**config.mk**
```make
export PLATFORM = sky130hd
export DESIGN_NAME = title_scene_fx_flat
export DESIGN_NICKNAME = d
export VERILOG_FILES = /design/src/rtl/scene_pkg.sv /design/src/rtl/title_scene_fx_if.sv /design/src/rtl/title_scene_fx_rgb_dimmer.sv /design/src/rtl/title_scene_fx.sv /design/src/flat_wrapper.sv
export SDC_FILE = /design/constraint.sdc
export NUM_CORES = 1
export LEC_CHECK = 0
export CAP_MARGIN = 5
export CORE_MARGIN = 2
export CORE_UTILIZATION = 50
export CTS_BUF_LIST = sky130_fd_sc_hd__clkbuf_8 sky130_fd_sc_hd__clkbuf_16
export DETAILED_ROUTE_END_ITERATION = 7
export PLACE_DENSITY = 0.79
export SETUP_SLACK_MARGIN = 0.15
export SYNTH_ARGS = -nofsm -noshare
export SYNTH_HDL_FRONTEND = slang
export SYNTH_SLANG_ARGS = --single-unit
```
**constraint.sdc**
```tcl
create_clock -name clk -period 5.9 [get_ports clk]
set_clock_uncertainty 0.2 [all_clocks]
set_input_delay 1.18 -clock clk [delete_from_list [all_inputs] [get_ports clk]]
set_output_delay 1.18 -clock clk [all_outputs]
set_load 0.05 [all_outputs]
```
**src/rtl/scene_pkg.sv**
```systemverilog
// Shared constants and pixel types for the VGA scene renderers.
package scene_pkg;

  localparam int unsigned H_ACTIVE      = 640;
  localparam int unsigned V_ACTIVE      = 480;
  localparam int unsigned CNT_W         = 10;
  localparam int unsigned PIX_W         = 12;
  localparam int unsigned TITLE_ADDR_W  = 17;
  localparam int unsigned PROMPT_ADDR_W = 11;
  localparam int unsigned BRIGHT_W      = 5;

  localparam logic [BRIGHT_W-1:0] BRIGHT_MAX = 5'd16;

  typedef enum logic [1:0] {
    FADE_IN = 2'd0,
    WAIT    = 2'd1,
    EXIT    = 2'd2,
    DONE    = 2'd3
  } scene_state_e;

  typedef struct packed {
    logic [3:0] r;
    logic [3:0] g;
    logic [3:0] b;
  } rgb444_t;

endpackage

```
**src/rtl/title_scene_fx_if.sv**
```systemverilog
// Pixel-counter, BRAM and video-out bundle of the title scene.
interface title_scene_fx_if;
  import scene_pkg::*;

  logic [CNT_W-1:0]         h_cnt;
  logic [CNT_W-1:0]         v_cnt;
  logic                     start_req;
  logic [PIX_W-1:0]         mem_title_vga_data;
  logic [PIX_W-1:0]         mem_prompt_vga_data;
  logic [TITLE_ADDR_W-1:0]  title_pixel_addr;
  logic [PROMPT_ADDR_W-1:0] prompt_pixel_addr;
  logic [PIX_W-1:0]         vga_data;
  logic                     scene_done;

  modport master (
    output h_cnt, v_cnt, start_req, mem_title_vga_data, mem_prompt_vga_data,
    input  title_pixel_addr, prompt_pixel_addr, vga_data, scene_done
  );

  modport slave (
    input  h_cnt, v_cnt, start_req, mem_title_vga_data, mem_prompt_vga_data,
    output title_pixel_addr, prompt_pixel_addr, vga_data, scene_done
  );

endinterface

```
**src/rtl/title_scene_fx_rgb_dimmer.sv**
```systemverilog
// Combinational RGB444 brightness scaler; bright=16 is unity gain.
module rgb_dimmer
  import scene_pkg::*;
(
  input  rgb444_t             pix,
  input  logic [BRIGHT_W-1:0] bright,
  output rgb444_t             dimmed_c
);

  // 4b x 5b product, keep bits [7:4]; full scale passes the channel untouched
  function automatic logic [3:0] dim_channel(input logic [3:0] c, input logic [BRIGHT_W-1:0] b);
    logic [8:0] prod;
    prod = 9'(c) * 9'(b);
    return b[4] ? c : 4'(prod >> 4);
  endfunction

  // Scale each channel independently
  always_comb begin
    dimmed_c   = '0;
    dimmed_c.r = dim_channel(pix.r, bright);
    dimmed_c.g = dim_channel(pix.g, bright);
    dimmed_c.b = dim_channel(pix.b, bright);
  end

endmodule

```
**src/rtl/title_scene_fx.sv**
```systemverilog
// Title scene: scaled title image, colour-keyed prompt sprite, frame-synced fade/blink sequencing.
module title_scene_fx
  import scene_pkg::*;
#(
  parameter int unsigned IMG_W            = 240,
  parameter int unsigned IMG_H            = 240,
  parameter int unsigned SCALE_SHIFT      = 1,
  parameter int unsigned TITLE_H_START    = 80,
  parameter int unsigned TITLE_V_START    = 0,
  parameter int unsigned PROMPT_W         = 128,
  parameter int unsigned PROMPT_H         = 16,
  parameter int unsigned PROMPT_H_START   = 256,
  parameter int unsigned PROMPT_V_START   = 400,
  parameter logic [11:0] COLOR_KEY        = 12'h0F0,
  parameter int unsigned FADE_STEP_FRAMES = 2,
  parameter int unsigned BLINK_FRAMES     = 30,
  parameter int unsigned MEM_LATENCY      = 1
) (
  input logic             clk,
  input logic             rst,
  title_scene_fx_if.slave bus
);

  localparam int unsigned TITLE_W_SCR = IMG_W << SCALE_SHIFT;
  localparam int unsigned TITLE_H_SCR = IMG_H << SCALE_SHIFT;
  localparam int unsigned FRAME_W     = $clog2(FADE_STEP_FRAMES) + 1;
  localparam int unsigned BLINK_W     = $clog2(BLINK_FRAMES) + 1;
  localparam int unsigned FLAG_W      = 3;

  localparam logic [1:0] ST_FADE_IN = FADE_IN;
  localparam logic [1:0] ST_WAIT    = WAIT;
  localparam logic [1:0] ST_EXIT    = EXIT;
  localparam logic [1:0] ST_DONE    = DONE;

  logic [31:0] h_ext, v_ext;
  logic [31:0] title_off_x, title_off_y, prompt_off_x, prompt_off_y;
  logic        active, in_title, in_prompt, frame_tick;

  // Offsets wrap to huge values left/above a region, so one unsigned compare bounds each side
  assign h_ext        = 32'(bus.h_cnt);
  assign v_ext        = 32'(bus.v_cnt);
  assign title_off_x  = h_ext - TITLE_H_START;
  assign title_off_y  = v_ext - TITLE_V_START;
  assign prompt_off_x = h_ext - PROMPT_H_START;
  assign prompt_off_y = v_ext - PROMPT_V_START;

  assign active    = (h_ext < H_ACTIVE) && (v_ext < V_ACTIVE);
  assign in_title  = active && (title_off_x < TITLE_W_SCR) && (title_off_y < TITLE_H_SCR);
  assign in_prompt = active && (prompt_off_x < PROMPT_W) && (prompt_off_y < PROMPT_H);
  assign frame_tick = (bus.h_cnt == '0) && (bus.v_cnt == CNT_W'(V_ACTIVE));

  assign bus.title_pixel_addr = in_title ?
    TITLE_ADDR_W'((title_off_x >> SCALE_SHIFT) + IMG_W * (title_off_y >> SCALE_SHIFT)) : '0;
  assign bus.prompt_pixel_addr = in_prompt ?
    PROMPT_ADDR_W'(prompt_off_x + PROMPT_W * prompt_off_y) : '0;

  logic [FLAG_W-1:0] flag_pipe [MEM_LATENCY];
  logic              act_d, title_d, prompt_d;

  // Delay region flags by the BRAM latency so they line up with read data
  always_ff @(posedge clk) begin
    if (rst) begin
      for (int i = 0; i < MEM_LATENCY; i++) flag_pipe[i] <= '0;
    end else begin
      flag_pipe[0] <= {active, in_title, in_prompt};
      for (int i = 1; i < MEM_LATENCY; i++) flag_pipe[i] <= flag_pipe[i-1];
    end
  end

  assign {act_d, title_d, prompt_d} = flag_pipe[MEM_LATENCY-1];

  logic [1:0]          state, state_nxt;
  logic [BRIGHT_W-1:0] bright, bright_nxt;
  logic [FRAME_W-1:0]  frame_cnt, frame_nxt;
  logic [BLINK_W-1:0]  blink_cnt, blink_nxt;
  logic                prompt_vis, vis_nxt;
  logic                start_pend, pend_nxt;
  logic                done_reg, done_nxt;
  logic                frame_step;
  rgb444_t             sel_pix, dim_pix, vga_reg;

  // Prompt wins over title unless its pixel is the transparent key
  always_comb begin
    sel_pix = '0;
    if (act_d) begin
      if (prompt_d && prompt_vis && (bus.mem_prompt_vga_data != COLOR_KEY))
        sel_pix = rgb444_t'(bus.mem_prompt_vga_data);
      else if (title_d)
        sel_pix = rgb444_t'(bus.mem_title_vga_data);
    end
  end

  rgb_dimmer u_dimmer (
    .pix      (sel_pix),
    .bright   (bright),
    .dimmed_c (dim_pix)
  );

  assign frame_step = (frame_cnt == FRAME_W'(FADE_STEP_FRAMES - 1));

  // Scene sequencing; everything except start latching advances only on frame_tick
  always_comb begin
    state_nxt  = state;
    bright_nxt = bright;
    frame_nxt  = frame_cnt;
    blink_nxt  = blink_cnt;
    vis_nxt    = prompt_vis;
    pend_nxt   = start_pend;
    done_nxt   = 1'b0;
    if (bus.start_req && (state != ST_EXIT) && (state != ST_DONE)) pend_nxt = 1'b1;
    if (frame_tick) begin
      case (state)
        ST_FADE_IN: begin
          vis_nxt = 1'b0;
          if (frame_step) begin
            frame_nxt  = '0;
            bright_nxt = bright + 5'd1;
            if (bright == BRIGHT_MAX - 5'd1) begin
              state_nxt = ST_WAIT;
              vis_nxt   = 1'b1;
              blink_nxt = '0;
            end
          end else begin
            frame_nxt = frame_cnt + FRAME_W'(1);
          end
        end
        ST_WAIT: begin
          if (start_pend) begin
            state_nxt = ST_EXIT;
            pend_nxt  = 1'b0;
            vis_nxt   = 1'b1;
            frame_nxt = '0;
          end else if (blink_cnt == BLINK_W'(BLINK_FRAMES - 1)) begin
            blink_nxt = '0;
            vis_nxt   = ~prompt_vis;
          end else begin
            blink_nxt = blink_cnt + BLINK_W'(1);
          end
        end
        ST_EXIT: begin
          if (frame_step) begin
            frame_nxt  = '0;
            bright_nxt = bright - 5'd1;
            if (bright == 5'd1) begin
              state_nxt = ST_DONE;
              done_nxt  = 1'b1;
            end
          end else begin
            frame_nxt = frame_cnt + FRAME_W'(1);
          end
        end
        default: ;
      endcase
    end
  end

  // Scene state and registered pixel output
  always_ff @(posedge clk) begin
    if (rst) begin
      state      <= ST_FADE_IN;
      bright     <= '0;
      frame_cnt  <= '0;
      blink_cnt  <= '0;
      prompt_vis <= 1'b0;
      start_pend <= 1'b0;
      done_reg   <= 1'b0;
      vga_reg    <= '0;
    end else begin
      state      <= state_nxt;
      bright     <= bright_nxt;
      frame_cnt  <= frame_nxt;
      blink_cnt  <= blink_nxt;
      prompt_vis <= vis_nxt;
      start_pend <= pend_nxt;
      done_reg   <= done_nxt;
      vga_reg    <= dim_pix;
    end
  end

  assign bus.vga_data   = vga_reg;
  assign bus.scene_done = done_reg;

endmodule
```
**src/flat_wrapper.sv**
```systemverilog
// flat-port wrapper written by rule: the top's interface ports become plain ports
module title_scene_fx_flat import scene_pkg::*;
#(
  parameter int unsigned IMG_W            = 240,
  parameter int unsigned IMG_H            = 240,
  parameter int unsigned SCALE_SHIFT      = 1,
  parameter int unsigned TITLE_H_START    = 80,
  parameter int unsigned TITLE_V_START    = 0,
  parameter int unsigned PROMPT_W         = 128,
  parameter int unsigned PROMPT_H         = 16,
  parameter int unsigned PROMPT_H_START   = 256,
  parameter int unsigned PROMPT_V_START   = 400,
  parameter logic [11:0] COLOR_KEY        = 12'h0F0,
  parameter int unsigned FADE_STEP_FRAMES = 2,
  parameter int unsigned BLINK_FRAMES     = 30,
  parameter int unsigned MEM_LATENCY      = 1
)
  (clk, rst, bus_h_cnt, bus_v_cnt, bus_start_req, bus_mem_title_vga_data, bus_mem_prompt_vga_data, bus_title_pixel_addr, bus_prompt_pixel_addr, bus_vga_data, bus_scene_done);
  title_scene_fx_if bus_i ();
  input logic clk;
  input logic rst;
  input wire logic [$bits(bus_i.h_cnt)-1:0] bus_h_cnt;
  input wire logic [$bits(bus_i.v_cnt)-1:0] bus_v_cnt;
  input wire logic [$bits(bus_i.start_req)-1:0] bus_start_req;
  input wire logic [$bits(bus_i.mem_title_vga_data)-1:0] bus_mem_title_vga_data;
  input wire logic [$bits(bus_i.mem_prompt_vga_data)-1:0] bus_mem_prompt_vga_data;
  output wire logic [$bits(bus_i.title_pixel_addr)-1:0] bus_title_pixel_addr;
  output wire logic [$bits(bus_i.prompt_pixel_addr)-1:0] bus_prompt_pixel_addr;
  output wire logic [$bits(bus_i.vga_data)-1:0] bus_vga_data;
  output wire logic [$bits(bus_i.scene_done)-1:0] bus_scene_done;
  assign bus_i.h_cnt = bus_h_cnt;
  assign bus_i.v_cnt = bus_v_cnt;
  assign bus_i.start_req = bus_start_req;
  assign bus_i.mem_title_vga_data = bus_mem_title_vga_data;
  assign bus_i.mem_prompt_vga_data = bus_mem_prompt_vga_data;
  assign bus_title_pixel_addr = bus_i.title_pixel_addr;
  assign bus_prompt_pixel_addr = bus_i.prompt_pixel_addr;
  assign bus_vga_data = bus_i.vga_data;
  assign bus_scene_done = bus_i.scene_done;
  title_scene_fx #(.IMG_W(IMG_W), .IMG_H(IMG_H), .SCALE_SHIFT(SCALE_SHIFT), .TITLE_H_START(TITLE_H_START), .TITLE_V_START(TITLE_V_START), .PROMPT_W(PROMPT_W), .PROMPT_H(PROMPT_H), .PROMPT_H_START(PROMPT_H_START), .PROMPT_V_START(PROMPT_V_START), .COLOR_KEY(COLOR_KEY), .FADE_STEP_FRAMES(FADE_STEP_FRAMES), .BLINK_FRAMES(BLINK_FRAMES), .MEM_LATENCY(MEM_LATENCY)) u_core (.clk(clk), .rst(rst), .bus(bus_i));
endmodule
```
==> impl_metrics.prom <==
# TYPE chip_impl_metric gauge
chip_impl_metric{name="insertion_delay",unit="ps"} 290
chip_impl_metric{name="numCtsBuffers",unit=""} 5
chip_impl_metric{name="gp_congestion",unit=""} 0.865
chip_impl_metric{name="postRouteWirelength",unit="um"} 17700
chip_impl_info{name="timing_worst_setup_path_type",value="input port to output pin"} 1
chip_impl_info{name="cts_tree",value="built"} 1
chip_impl_metric{name="via_count_of_the_first_global_routing_pass",unit=""} 5690
chip_impl_metric{name="final_worst_path_setup_slack",unit="ps"} -852
chip_impl_metric{name="area_delta_synth_final",unit="%"} 50.1
chip_impl_metric{name="synth_sequential_area_ratio",unit=""} 0.124
chip_impl_metric{name="preCtsSetupSlack",unit="ps"} -1030
chip_impl_metric{name="fin_tns_setup",unit="ps"} -4290
chip_impl_metric{name="post_route_cells_drive_above_1_share",unit=""} 0.280
chip_impl_metric{name="ir_worst_vdd",unit="mV"} 0.129
chip_impl_metric{name="max_root_sink_buffers",unit=""} 2
chip_impl_metric{name="chipHeight",unit="um"} 107
chip_impl_metric{name="dpl.hpwl",unit="um"} 12100
chip_impl_metric{name="timing.slew.headroom",unit=""} 0.487
chip_impl_metric{name="starting_density_of_the_core",unit=""} 0.515
chip_impl_info{name="worst_setup_path_start_kind",value="input port"} 1
chip_impl_metric{name="wl_per_cell",unit="um"} 17.6
chip_impl_metric{name="global_route_wire_length_before_repair",unit="um"} 25800
chip_impl_metric{name="fin_area",unit="mm^2"} 0.00797
chip_impl_metric{name="port-buffer-count",unit=""} 87
chip_impl_metric{name="syn-instance-count",unit=""} 668
chip_impl_metric{name="count_of_hold_fix_buffers_inserted_at_cts",unit=""} 0
chip_impl_metric{name="critical_path_arrival",unit="ps"} 5370
chip_impl_metric{name="slew_viol_final",unit=""} 0
chip_impl_metric{name="critical_path_required",unit="ps"} 4520
chip_impl_metric{name="clkSinkCount",unit=""} 33
chip_impl_metric{name="htree_levels",unit=""} 2
chip_impl_metric{name="gr-total-overflow",unit=""} 0
chip_impl_metric{name="dpl_cell_area",unit="mm^2"} 0.00729
chip_impl_metric{name="leakagePower",unit="nW"} 3.79
chip_impl_metric{name="postSynthAreaPerCell",unit="um^2"} 7.95
chip_impl_metric{name="detail_route.iter0.violations",unit=""} 597
chip_impl_metric{name="synth-edff-count",unit=""} 0
chip_impl_metric{name="ys_async_sr_fraction",unit=""} 0
chip_impl_metric{name="drt_first_pass_iters",unit=""} 7
chip_impl_info{name="main_flop_type_after_synthesis",value="dfxtp_1"} 1
chip_impl_metric{name="number_of_antenna_violations_at_the_first_check_in_global_routing",unit=""} 0
chip_impl_metric{name="drc_violation_count_after_routing",unit=""} 0
chip_impl_metric{name="fin_crit",unit="ps"} 6750
chip_impl_metric{name="mappedNetlistArea",unit="mm^2"} 0.00531
chip_impl_info{name="min-delay-path-class",value="flop to flop"} 1
chip_impl_metric{name="ys_warnings",unit=""} 0
chip_impl_info{name="outcome",value="finished with violations"} 1
chip_impl_metric{name="max_freq",unit="MHz"} 148
chip_impl_metric{name="setup_viols_final",unit=""} 9
chip_impl_metric{name="via_count",unit=""} 5832
chip_impl_metric{name="worst_hold_slack",unit="ps"} 286
chip_impl_metric{name="pwr_density_cell",unit="mW/mm^2"} 203
chip_impl_metric{name="track_usage",unit=""} 0.276
chip_impl_metric{name="post_synth_num_cell_types",unit=""} 67
chip_impl_metric{name="chipWidth",unit="um"} 107
chip_impl_metric{name="core_region_area",unit="mm^2"} 0.0103
chip_impl_metric{name="clock_edge_transition_at_the_registers_on_the_reported_setup_and_hold_paths",unit="ps"} 70
chip_impl_metric{name="count_of_inserted_antenna_diode_cells",unit=""} 0
chip_impl_metric{name="final_hold_viol_count",unit=""} 0
chip_impl_info{name="rsz_0062_raised_after_global_routing",value="yes"} 1
chip_impl_info{name="clock-root-buffer",value="clkbuf_8"} 1
chip_impl_info{name="worstSetupEndpointType",value="output pin"} 1
chip_impl_metric{name="share_of_the_cycle_needed_by_the_critical_path_after_routing",unit=""} 1.14
chip_impl_metric{name="placementRows",unit=""} 37
chip_impl_metric{name="largest_net_degree_at_the_start_of_global_routing",unit=""} 32
chip_impl_metric{name="number_of_nets_at_the_end_of_the_flow",unit=""} 1030
chip_impl_metric{name="timing.max_cap.violations",unit=""} 0
chip_impl_metric{name="design.portCount",unit=""} 88
chip_impl_metric{name="ys_ff_latch",unit=""} 33
chip_impl_metric{name="num-fill-cells",unit=""} 621
chip_impl_metric{name="viasPerCell",unit=""} 5.81
chip_impl_metric{name="die_ar",unit="mm^2"} 0.0115
chip_impl_info{name="failed_checks",value="negative setup slack"} 1
chip_impl_metric{name="critPathMaxFanout",unit=""} 4
chip_impl_metric{name="syn_nets",unit=""} 832
chip_impl_metric{name="tightestPinTransition",unit="ps"} 769
chip_impl_metric{name="antenna_left",unit=""} 0
==> state kept, by name (all words and copies together) (netlist names) <==
| name | cells |
|---|---|
| u_core.bus.vga_data | 12 |
| u_core.blink_cnt | 6 |
| u_core.bright | 5 |
| u_core.flag_pipe | 3 |
| u_core.frame_cnt | 2 |
| u_core.state | 2 |
| u_core.bus.scene_done | 1 |
| u_core.prompt_vis | 1 |
| u_core.start_pend | 1 |
==> worst paths after layout <==
kind	start	end	slack, ps	depth (start not counted)
max	bus_v_cnt[1]	bus_title_pixel_addr[16]	-850	19
min	u_core.frame_cnt[1]	u_core.frame_cnt[1]	290	1
max reg2reg	u_core.prompt_vis	u_core.bus.vga_data[3]	1030	19
min reg2reg	u_core.frame_cnt[1]	u_core.frame_cnt[1]	290	1
==> repair_timing <==
item	CTS	global route
pin swaps	40	46
buffers inserted	15	10
gates resized for setup	55	52
endpoints found under the setup margin	17	21
==> cells in the final DEF (no fill, tap or decap), drive strengths merged, types with 13 or more instances in the layout <==
cell / n
a21oi: 25
and2: 38
buf: 156
clkdlybuf4s50: 45
dfxtp: 33
fa: 32
ha: 85
inv: 75
nand2: 63
nand3: 13
nor2: 53
nor2b: 18
nor3: 15
o21ai: 16
xnor2: 23
xor2: 18
==> critical path, cell delays in order <==
cell and delay (ps):
buf_8 100, fa_1 550, inv_1 70, fa_1 500, inv_1 60, ha_1 290
a21o_1 180, a21oi_2 150, nor2b_1 70, o21a_1 230, o41ai_4 420, xnor2_1 130
ha_1 350, and3_4 190, a211oi_4 280, o2bb2ai_2 160, nor3_2 70, nor3b_4 230
buf_12 170
==> where the power goes <==
| part | total, mW | internal [mW] | switching [mW] |
|---|---|---|---|
| clock | 0.227 | 0.137 | 0.0897 |
| combinational | 1.17 | 0.598 | 0.569 |
| sequential | 0.227 | 0.224 | 0.00340 |
==> final cells by class <==
class / count / area (um^2) / share of cell area
multi-input cells: 536 / 4660 / 0.584
flip-flops and latches: 33 / 661 / 0.0828
repair buffers: 213 / 2070 / 0.260
inverters: 77 / 293 / 0.0367
clock inverters: 2 / 37.5 / 0.00471
clock buffers: 6 / 82.6 / 0.0104
well taps: 136 / 170 / 0.0213
==> metal layers <==
layer,share of wire,up-vias,GRT usage
met5,0,-,0
met4,0.047,0,0.103
met3,0.085,88,0.0407
met2,0.48,333,0.483
met1,0.38,2746,0.342
li1,-,2665,-
==> cell families after synthesis <==
logic type	after synthesis	share of synthesized area
DFF	33	0.124
muxes	6	0.0115
adders and majority gates	117	0.321
AOI/OAI and AO/OA	112	0.146
buffers and inverters	99	0.0702
and+or+nand+nor	260	0.260
xor gates and xnor gates	41	0.0676
==> synth_stat cells (all sizes together), types with 13 or more instances <==
| library cell | instances | area share |
|---|---|---|
| ha | 85 | 0.20 |
| inv | 76 | 0.054 |
| nand2 | 63 | 0.045 |
| nor2 | 53 | 0.037 |
| and2 | 38 | 0.045 |
| dfxtp | 33 | 0.12 |
| fa | 32 | 0.12 |
| a21oi | 25 | 0.024 |
| xnor2 | 23 | 0.038 |
| clkbuf | 20 | 0.014 |
| nor2b | 18 | 0.021 |
| xor2 | 18 | 0.030 |
| o21ai | 16 | 0.015 |
| nor3 | 15 | 0.014 |
| nand3 | 13 | 0.012 |
==> metrics by stage <==
stage          utilization  cells  power (mW)
2_1_floorplan            -    668       0.730
3_3_place_gp         0.706    970        1.06
3_5_place_dp         0.706    970        1.10
4_1_cts              0.742    993        1.42
5_1_grt              0.772   1003        1.70
6_report             0.772   1003        1.62
No activity file was read; power rests on OpenSTA's default activity.
